## config.mk

```make
export PLATFORM = sky130hd
export DESIGN_NAME = bf_program_loader
export DESIGN_NICKNAME = d
export VERILOG_FILES = /design/src/rtl/bf_loader_pkg.sv /design/src/rtl/bf_rx_edge.sv /design/src/rtl/bf_program_loader.sv
export SDC_FILE = /design/constraint.sdc
export NUM_CORES = 1
export LEC_CHECK = 0
export CAP_MARGIN = 30
export CELL_PAD_IN_SITES_DETAIL_PLACEMENT = 0
export CELL_PAD_IN_SITES_GLOBAL_PLACEMENT = 1
export CORE_ASPECT_RATIO = 1.1
export CORE_MARGIN = 3
export CORE_UTILIZATION = 34
export CTS_BUF_LIST = sky130_fd_sc_hd__clkbuf_8 sky130_fd_sc_hd__clkbuf_16
export CTS_CLUSTER_DIAMETER = 80
export DETAILED_ROUTE_END_ITERATION = 12
export PLACE_DENSITY = 0.82
export SETUP_SLACK_MARGIN = 0.02
export SYNTH_ARGS = -nofsm -noshare
export SYNTH_HDL_FRONTEND = slang
export SYNTH_SLANG_ARGS = --single-unit
```

## constraint.sdc

```tcl
create_clock -name clk -period 2.75 [get_ports clk]
set_clock_uncertainty 0.05 [all_clocks]
set_input_delay 0.825 -clock clk [delete_from_list [all_inputs] [get_ports clk]]
set_output_delay 0.825 -clock clk [all_outputs]
set_load 0.05 [all_outputs]
```

## src/rtl/bf_loader_pkg.sv

```systemverilog
// Shared encodings for the BF program loader: loader states and the control bytes
// that end a program upload or restart loading after a halt.
package bf_loader_pkg;

    typedef enum logic [1:0] {
        ST_LOAD  = 2'd0,
        ST_CLEAR = 2'd1,
        ST_RUN   = 2'd2,
        ST_HALT  = 2'd3
    } loader_state_t;

    localparam logic [7:0] TERM_BYTE   = 8'h00;
    localparam logic [7:0] RELOAD_BYTE = 8'h1B;

    // The loader owns the RAM ports and holds the core in reset in these states.
    function automatic logic loader_owns_rams(input loader_state_t s);
        return (s == ST_LOAD) || (s == ST_CLEAR);
    endfunction

endpackage

```

## src/rtl/bf_rx_edge.sv

```systemverilog
// Turns the UART byte-valid level into a single-cycle strobe on its rising edge,
// so a level held for many cycles is accepted only once.
module bf_rx_edge (
    input  logic clk,
    input  logic reset,
    input  logic rx_level,
    output logic strobe
);

    logic rx_prev;

    always_ff @(posedge clk or negedge reset) begin
        if (!reset) begin
            rx_prev <= 1'b0;
        end else begin
            rx_prev <= rx_level;
        end
    end

    assign strobe = rx_level & ~rx_prev;

endmodule

```

## src/rtl/bf_program_loader.sv

```systemverilog
// Loads a BF program from UART into code RAM, zeroes the data array, then runs the
// core until it reports done; an ESC byte while halted starts a fresh upload.
module bf_program_loader
    import bf_loader_pkg::*;
#(
    parameter int CODE_WIDTH  = 5,
    parameter int ARRAY_WIDTH = 5
) (
    input  logic                   clk,
    input  logic                   reset,
    input  logic                   receivingChar,
    input  logic [7:0]             receivedChar,
    input  logic                   core_done,
    input  logic [CODE_WIDTH-1:0]  core_addr_code,
    output logic [CODE_WIDTH-1:0]  code_addr,
    output logic [7:0]             code_data,
    output logic                   code_write,
    output logic                   array_sel,
    output logic [ARRAY_WIDTH-1:0] array_addr,
    output logic [7:0]             array_data,
    output logic                   array_write,
    output logic                   core_reset,
    output logic                   core_rx,
    output logic [1:0]             state,
    output logic                   overflow
);

    localparam logic [CODE_WIDTH-1:0]  CODE_LAST  = '1;
    localparam logic [CODE_WIDTH-1:0]  CODE_STEP  = CODE_WIDTH'(1);
    localparam logic [ARRAY_WIDTH-1:0] ARRAY_LAST = '1;
    localparam logic [ARRAY_WIDTH-1:0] ARRAY_STEP = ARRAY_WIDTH'(1);

    loader_state_t          cur_state;
    logic [CODE_WIDTH-1:0]  load_addr;
    logic [CODE_WIDTH-1:0]  wr_addr;
    logic [ARRAY_WIDTH-1:0] clear_addr;
    logic                   strobe;

    bf_rx_edge u_rx_edge (
        .clk      (clk),
        .reset    (reset),
        .rx_level (receivingChar),
        .strobe   (strobe)
    );

    always_ff @(posedge clk or negedge reset) begin
        if (!reset) begin
            cur_state  <= ST_LOAD;
            load_addr  <= '0;
            wr_addr    <= '0;
            clear_addr <= '0;
            code_data  <= 8'h00;
            code_write <= 1'b0;
            overflow   <= 1'b0;
        end else begin
            code_write <= 1'b0;
            case (cur_state)
                ST_LOAD: begin
                    if (strobe) begin
                        code_write <= 1'b1;
                        wr_addr    <= load_addr;
                        if (receivedChar == TERM_BYTE) begin
                            code_data <= TERM_BYTE;
                            cur_state <= ST_CLEAR;
                        end else if (load_addr == CODE_LAST) begin
                            // Out of code space: force a terminator into the last slot.
                            code_data <= TERM_BYTE;
                            overflow  <= 1'b1;
                            cur_state <= ST_CLEAR;
                        end else begin
                            code_data <= receivedChar;
                            load_addr <= load_addr + CODE_STEP;
                        end
                    end
                end
                ST_CLEAR: begin
                    clear_addr <= clear_addr + ARRAY_STEP;
                    if (clear_addr == ARRAY_LAST) begin
                        cur_state <= ST_RUN;
                    end
                end
                ST_RUN: begin
                    if (core_done) begin
                        cur_state <= ST_HALT;
                    end
                end
                ST_HALT: begin
                    if (strobe && receivedChar == RELOAD_BYTE) begin
                        cur_state <= ST_LOAD;
                        load_addr <= '0;
                        overflow  <= 1'b0;
                    end
                end
                default: cur_state <= ST_LOAD;
            endcase
        end
    end

    // Port ownership and core reset decode straight from the state register.
    assign state       = cur_state;
    assign array_sel   = loader_owns_rams(cur_state);
    assign core_reset  = ~loader_owns_rams(cur_state);
    assign array_write = (cur_state == ST_CLEAR);
    assign array_addr  = clear_addr;
    assign array_data  = 8'h00;
    assign core_rx     = (cur_state == ST_RUN) & receivingChar;
    assign code_addr   = loader_owns_rams(cur_state) ? wr_addr : core_addr_code;

endmodule

```

==> impl_metrics.yaml, run 1 <==
outcome:
  status: "complete, no violations"
critical_path:
  start_kind: "flip-flop"
  worstSetupPathType: "flip-flop to output pin"
  crit_fanout: 9
  cp.required_ps: 1880
  r2r_cells: 6
  endpoint_kind: "output pin"
  worstPathArrival_ps: 1740
yosys:
  yosysSeqAreaShare: 0.4545
  ys_types: 37
  yosysMostFrequentCell: "dfrtp_1"
  syn_area_um2: 1541
  syn_avg_cell_area_um2: 10.14
  synthTopCellsByArea: "dfrtp_1 45%, ha_1 7.3%, mux2_2 5.1%"
  synthCells: 152
  yosys.area.top_type: "dfrtp_1"
  async_reset_ff_frac: 1.000
  synthTopCellsByCount: "28 x dfrtp_1, 15 x nand2_1, 14 x o21ai_0"
  ys_ff_latch: 28
  ys_warn_count: 0
  synth_enable_flop_cells: 0
  synth_top_area_frac: 0.4545
  ys.flop_type: "dfrtp_1"
die:
  start_util: 0.3545
  core-area_um2: 4348
  die_w_um: 70.20
  io_pins: 51
  dieArea_um2: 5379
  std_cell_rows: 25
  die_y_um: 76.62
clocking:
  clock-sinks: 28
  clkTransAtPathRegs_ps: 100
  clkLatencyLatePin_ps: 270
  clock_path_buffers: 2
  cts_setup_buffers: 0
  postCtsHoldBufs: 0
  htreeDepth: 1
  numCtsBuffers: 3
  cts_root_buf: "clkbuf_8"
  cts_tree: "yes"
sta:
  tns_ps: 0
  max_clock_freq_ghz: 0.3823
  layout_worst_path_cycle_share: 0.9511
  maxSlewHeadroom: 0.6618
  tightest_slew_ps: 505.7
  finalHoldViolations: 0
  finalMaxSlewViolations: 0
  min_period_ps: 2616
  rsz0062_at_grt: "no"
  setup_viol: 0
place:
  hpwl_um: 2418
  gp_congestion: 0.7472
  dp_cells: 247
  port_buffers: 42
route:
  ant_nets: 0
  drtPass1Iterations: 4
  wl_per_cell_um: 12.12
  drtIter0Drc: 31
  drc_errors: 0
  viasPerCell: 4.645
  vias: 1166
  wl_um: 3042
layout:
  final_cells: 251
  drive_gt1_frac: 0.1827
  antenna_cells: 0
  layout.nets: 224
  final_core_util: 0.4996
  syn2layout_area_growth_pct: 40.91
pwr:
  finalPower_mw: 2.556
  vdd_drop_max_uv: 527.8
  p_leak_nw: 1.008
  powerDensity_nw_per_um2: 1177
global_route:
  gr-usage-met2: 0.2032
  overflow: 0
  track_usage: 0.1245
  antenna_found_initial: 0
  use_met3: 0.02243
  grt_max_degree: 29
  grt_pass1_vias: 1163
  grtUsageMet1: 0.1660
  grt_pass1_wl_um: 5478
  top_usage_layer: "met2"
run:
  drv_cap: 0
worst_hold_path:
  min_path_type: "flip-flop to flip-flop"
  holdPathStages: 2
[per-stage QoR]
step / cell area [um2] / worst slack (ps) / hold WS, ps
floorplan: 1598 / 74.46 / 396.0
global route: 2172 / 43.97 / 474.0
CTS: 2170 / 34.22 / 447.3
finish: 2172 / 134.4 / 438.1
global placement: 2125 / 58.87 / 417.6
detailed placement: 2125 / 9.583 / 423.8
[critical path: stages, from the launching register on]
cell     delay, ps
dfrtp_4        550
inv_2          110
ha_2           280
nor2_4          70
mux2_4         310
buf_12         150
[layer usage]
| metal | up-vias | part of all wire |
|---|---|---|
| li1 | 598 | - |
| met1 | 539 | 0.47 |
| met2 | 27 | 0.47 |
| met3 | 2 | 0.044 |
| met4 | 0 | 0.0089 |
| met5 | - | 0 |
[cell families after synthesis]
kind of cell	count (synthesis)	synth area share
multiplexers	11	0.08036
buffers and inverters	26	0.08279
AO/OA/AOI/OAI	30	0.1315
AND/OR/NAND/NOR	43	0.1526
flip-flops	28	0.4545
XOR/XNOR	4	0.02273
other	1	0.002433
adder cells (fa/ha/maj)	9	0.07305
[flip-flops by register name (all words and copies together) (netlist names)]
signal,cells
code_data,8
u_rx_edge.rx_prev,1
state,2
code_write,1
array_addr,5
load_addr,5
wr_addr,5
overflow,1
[worst paths after layout]
check / end / slack (ps) / start
max: code_addr[4] / 130 / state[1]
min: wr_addr[0] / 440 / wr_addr[0]
max reg2reg: load_addr[3] / 520 / load_addr[0]
min reg2reg: wr_addr[0] / 440 / wr_addr[0]
max in group asynchronous: state[1] / 1480 / reset
min in group asynchronous: array_addr[3] / 880 / reset
[where the power goes]
part           leakage (nW)  internal [mW]  switching [mW]
Sequential            0.354          0.553           0.119
Clock                0.0269         0.0999           0.120
Combinational         0.627          0.695           0.968
Total                  1.01           1.35            1.21
[cells in the final DEF, fill, tap and decap left out, types with 6 or more instances in the layout]
cell type / instances
dfrtp_1: 26
clkdlybuf4s50_1: 33
buf_12: 8
inv_1: 12
conb_1: 8
ha_1: 7
nand2_1: 15
mux2_2: 6
o21ai_0: 14
nand2b_1: 8
buf_4: 7
[layout make-up]
class                           count  area, um2
Inverter                           12      45.04
Tap cell                           54      67.56
Sequential cell                    28      705.7
Multi-Input combinational cell    105      765.7
Clock inverter                      1      3.754
Timing Repair Buffer               48      543.0
Fill cell                         427       2176
Clock buffer                        3      41.29
[what timing repair did]
item / in CTS / in global routing
gates resized for setup: 0 / 1
endpoints found under the hold margin: 0 / 0
endpoints found under the setup margin: 0 / 1
Note: power is estimated with default switching activity, not from simulation.
==> run 2, diff against run 1 <==
- PLACE_DENSITY: 0.82 -> 0.79
==> run 2 against run 1 <==
Against the previous run:
- sequential share of layout area shrank 0.42 points
- wire length grew 11%
- sequential power is essentially flat
- clock power grew 46%
- critical path type unchanged
- critical endpoint unchanged
- largest power group unchanged
==> impl_metrics.yaml, run 2 (synthesized netlist as in run 1, its figures left out) <==
route:
  drc_errors: 0
  wl_per_cell_um: 13.29
  drtPass1Iterations: 4
  viasPerCell: 4.858
  vias: 1229
  ant_nets: 0
  drtIter0Drc: 35
  wl_um: 3362
run:
  drv_cap: 0
global_route:
  grt_max_degree: 17
  overflow: 0
  antenna_found_initial: 0
  grt_pass1_vias: 1178
  grt_pass1_wl_um: 5568
  track_usage: 0.1280
layout:
  final_cell_mix: "33 x clkdlybuf4s50_1, 26 x dfrtp_1, 15 x nand2_1"
  layout.nets: 226
  final_cells: 253
  nFillCells: 395
  multiInputGateArea_um2: 765.7
  syn2layout_area_growth_pct: 42.78
  final_core_util: 0.5062
  drive_gt1_frac: 0.1960
  final_common_cell: "clkdlybuf4s50_1"
  seq_area_um2: 705.7
  antenna_cells: 0
  largest_reg_flops: 8
  largest_register: "code_data"
die:
  std_cell_rows: 25
  start_util: 0.3545
  die_w_um: 70.20
  die_y_um: 76.62
  core-area_um2: 4348
  dieArea_um2: 5379
  io_pins: 51
sta:
  tns_ps: 0
  setup_viol: 0
  finalHoldViolations: 0
  min_period_ps: 2619
  maxSlewHeadroom: 0.5795
  layout_worst_path_cycle_share: 0.9523
  tightest_slew_ps: 628.8
  max_clock_freq_ghz: 0.3819
  finalMaxSlewViolations: 0
  rsz0062_at_grt: "no"
critical_path:
  start_kind: "flip-flop"
  worstSetupPathType: "flip-flop to output pin"
  worstPathArrival_ps: 1740
  cp.required_ps: 1880
  endpoint_kind: "output pin"
  crit_fanout: 9
clocking:
  clkTransAtPathRegs_ps: 100
  cts_setup_buffers: 0
  cts_root_buf: "clkbuf_8"
  clock_path_buffers: 2
  htreeDepth: 1
  clock-sinks: 28
  clkLatencyLatePin_ps: 270
  numCtsBuffers: 3
  cts_tree: "yes"
outcome:
  status: "complete, no violations"
pwr:
  powerDensity_nw_per_um2: 1201
  vdd_drop_max_uv: 362.9
  finalPower_mw: 2.644
  p_leak_nw: 1.021
place:
  hpwl_um: 2778
  gp_congestion: 0.7695
  dp_cells: 249
  port_buffers: 42
worst_hold_path:
  min_path_type: "flip-flop to flip-flop"
run 2: metrics by stage:
stage / area, um2 / hold WS, ps / setup slack [ps]
2_1_floorplan: 1598 / 396.0 / 74.46
3_3_place_gp: 2127 / 411.9 / 51.51
5_1_grt: 2201 / 451.1 / 56.41
3_5_place_dp: 2127 / 420.8 / -2.875
4_1_cts: 2198 / 443.8 / 32.61
6_report: 2201 / 434.7 / 131.2
run 2: what timing repair did:
action	CTS	global route
resized for setup	0	1
hold buffers	0	0
setup endpoints to repair	0	1
run 2: layer usage:
metal  GRT usage  wire length, um  vias up
li1            -                -      601
met1      0.1617             1446      583
met2      0.2164             1697       41
met3     0.02770              179        4
met4     0.04023               38        0
met5           0                0        -
run 2: worst paths after layout:
kind                            endpoint  depth (start not counted)  slack, ps  startpoint
setup / recovery            code_addr[4]                          5        130    state[1]
hold / removal                wr_addr[0]                          2        430  wr_addr[0]
setup reg to reg            load_addr[2]                          7        480    state[1]
hold reg to reg               wr_addr[0]                          2        430  wr_addr[0]
max in group asynchronous   load_addr[2]                          2       1200       reset
min in group asynchronous  array_addr[2]                          1        880       reset
run 2: cell type report:
class,instances,share of cell area
repair buffers,50,0.2479
well taps,54,0.03070
inverters,12,0.02047
clock buffers,3,0.01876
clock inverters,1,0.01364
flip-flops and latches,28,0.3206
multi-input cells,105,0.3479
run 2: critical path: stages, from the launching register on:
cell,delay [ps]
dfrtp_4,550
inv_2,120
ha_2,280
nor2_4,60
mux2_4,310
buf_12,150
run 2: power breakdown:
part	total, mW	internal, mW	switching, mW
sequential	0.676	0.553	0.123
combinational	1.65	0.671	0.976
clock	0.321	0.195	0.126
total	2.64	1.42	1.23
==> run 3, diff against run 2 <==
- GPL_TIMING_DRIVEN: not set -> 0
==> run 3 against run 2 <==
Against the previous run:
- design area down 1.1%
- first-iteration DRC count down 23%
- hold slack better by 4.9 ps
- non-clock buffer count up 8
- register-to-register slack better by 80 ps
- core utilization down 0.55 points
- highest routed layer unchanged
- combinational power down 7%
- count of clock-buffer cells in the layout unchanged
- critical endpoint is now code_addr[1]
==> impl_metrics.yaml, run 3 (synthesized netlist as in run 1, its figures left out) <==
outcome:
  status: "complete, no violations"
sta:
  layout_worst_path_cycle_share: 0.9823
  max_clock_freq_ghz: 0.3702
  rsz0062_at_grt: "no"
  fin_ws_ps: 48.61
  setup_viol: 0
  finalMaxSlewViolations: 0
  maxSlewHeadroom: 0.5274
  finalHoldViolations: 0
  min_period_ps: 2701
  tightest_slew_ps: 706.7
layout:
  largest_register: "code_data"
  final_common_cell: "clkdlybuf4s50_1"
  layout.nets: 234
  final_cells: 261
  seq_area_um2: 705.7
  final_cell_mix: "33 x clkdlybuf4s50_1, 26 x dfrtp_1, 15 x nand2_1"
  antenna_cells: 0
  drive_gt1_frac: 0.1981
  syn2layout_area_growth_pct: 41.23
  largest_reg_flops: 8
  nFillCells: 399
  multiInputGateArea_um2: 765.7
clocking:
  clock-sinks: 28
  htreeDepth: 1
  clkLatencyLatePin_ps: 280
  cts_root_buf: "clkbuf_8"
  clock_path_buffers: 2
  cts_tree: "yes"
  numCtsBuffers: 3
  clkTransAtPathRegs_ps: 100
critical_path:
  cp.required_ps: 1880
  r2r_start: "load_addr[0]"
  worstSetupPathType: "input port to output pin"
  endpoint_kind: "output pin"
  reg2reg_slack_ps: 560
  cp_slowest_cell: "clkdlybuf4s50_1"
  critPathBufInv: 2
  crit_chain: "clkdlybuf4s50_1 -> mux2_2 -> clkdlybuf4s15_2"
  start_kind: "input port"
  cp_slowest_stage_delay_ps: 410
  r2r_cells: 7
  timing.rr.end: "overflow"
  worstPathArrival_ps: 1830
  path_delay_family: "buffers and inverters"
  crit_fanout: 1
global_route:
  track_usage: 0.1374
  grt_max_degree: 17
  antenna_found_initial: 0
  grt_pass1_vias: 1221
  overflow: 0
  grt_pass1_wl_um: 6023
route:
  topRoutingLayerUsed: "met4"
  wl_met3_um: 206
  drtIter0Drc: 27
  vias: 1238
  wl_per_cell_um: 13.46
  drtPass1Iterations: 4
  dr_wl_met2_um: 1786
  viasPerCell: 4.743
  ant_nets: 0
  wl_um: 3513
  drc_errors: 0
  drt-met1-wl_um: 1481
die:
  die_w_um: 70.20
  core-area_um2: 4348
  dieArea_um2: 5379
  start_util: 0.3545
  io_pins: 51
  die_y_um: 76.62
  std_cell_rows: 25
pwr:
  vdd_drop_max_uv: 405.9
  p_leak_nw: 1.023
  finalPower_mw: 2.517
  powerDensity_nw_per_um2: 1156
place:
  port_buffers: 42
  place_ws_ps: -418.7
  dp_cells: 256
  hpwl_um: 2825
  gp_congestion: 0.7539
worst_hold_path:
  min_to: "code_data[0]"
  holdPathStages: 2
  min_from: "code_data[0]"
  min_path_type: "flip-flop to flip-flop"
run:
  drv_cap: 0
## run 3: changes by cell type in the layout (fill, tap and decap cells not counted)
| cell | before | now |
|---|---|---|
| clkdlybuf4s15_2 | 0 | 5 |
| clkbuf_1 | 0 | 5 |
| buf_8 | 0 | 1 |
| buf_2 | 0 | 2 |
| buf_12 | 7 | 0 |
| dlygate4sd2_1 | 0 | 1 |
| clkbuf_4 | 0 | 1 |
## run 3: worst max path at each step
stage,slack [ps],from,end,cells after the start
global route,20,core_addr_code[3],code_addr[3],3
finish,50,core_addr_code[1],code_addr[1],3
global placement,-410,receivingChar,core_rx,3
CTS,6,state[1],code_addr[4],6
detailed placement,-420,receivingChar,core_rx,3
floorplan,70,state[1],code_addr[4],5
## run 3: timing repair
item,in CTS,in global routing
setup buffers,0,2
hold buffers,0,0
setup endpoints to repair,9,1
gates resized for setup,31,2
## run 3: layout make-up
| class | count | share of cell area |
|---|---|---|
| Buffer | 13 | 0.03621 |
| Clock buffer | 3 | 0.01897 |
| Clock inverter | 1 | 0.01379 |
| Inverter | 12 | 0.02069 |
| Multi-Input combinational cell | 105 | 0.3517 |
| Sequential cell | 28 | 0.3241 |
| Tap cell | 54 | 0.03103 |
| Timing Repair Buffer | 45 | 0.2034 |
## run 3: per-stage QoR
stage,setup TNS [ps],util,hold slack [ps],cell area (um2)
6_report,0,0.5007,439.5,2177
3_5_place_dp,-2259,0.4832,420.2,2101
2_1_floorplan,0,-,396.0,1598
5_1_grt,0,0.5007,464.7,2177
4_1_cts,0,0.4973,443.7,2162
3_3_place_gp,-2096,0.4797,418.7,2086
## run 3: layer usage
layer / vias to the layer above / global-route usage
li1: 616 / -
met4: 0 / 0.04023
met1: 574 / 0.1646
met2: 44 / 0.2486
met5: - / 0
met3: 4 / 0.02375
## run 3: power by group
group	total, mW	leakage, nW	switching [mW]	internal [mW]
logic	1.53	0.633	0.972	0.554
clock network	0.329	0.0357	0.134	0.195
registers	0.663	0.354	0.110	0.553
total	2.52	1.02	1.22	1.30
## run 3: tightest hold or removal path, cell delays in order (launching register included)
cell	delay (ps)
dfrtp_1	360
nand2_1	50
o21ai_0	60
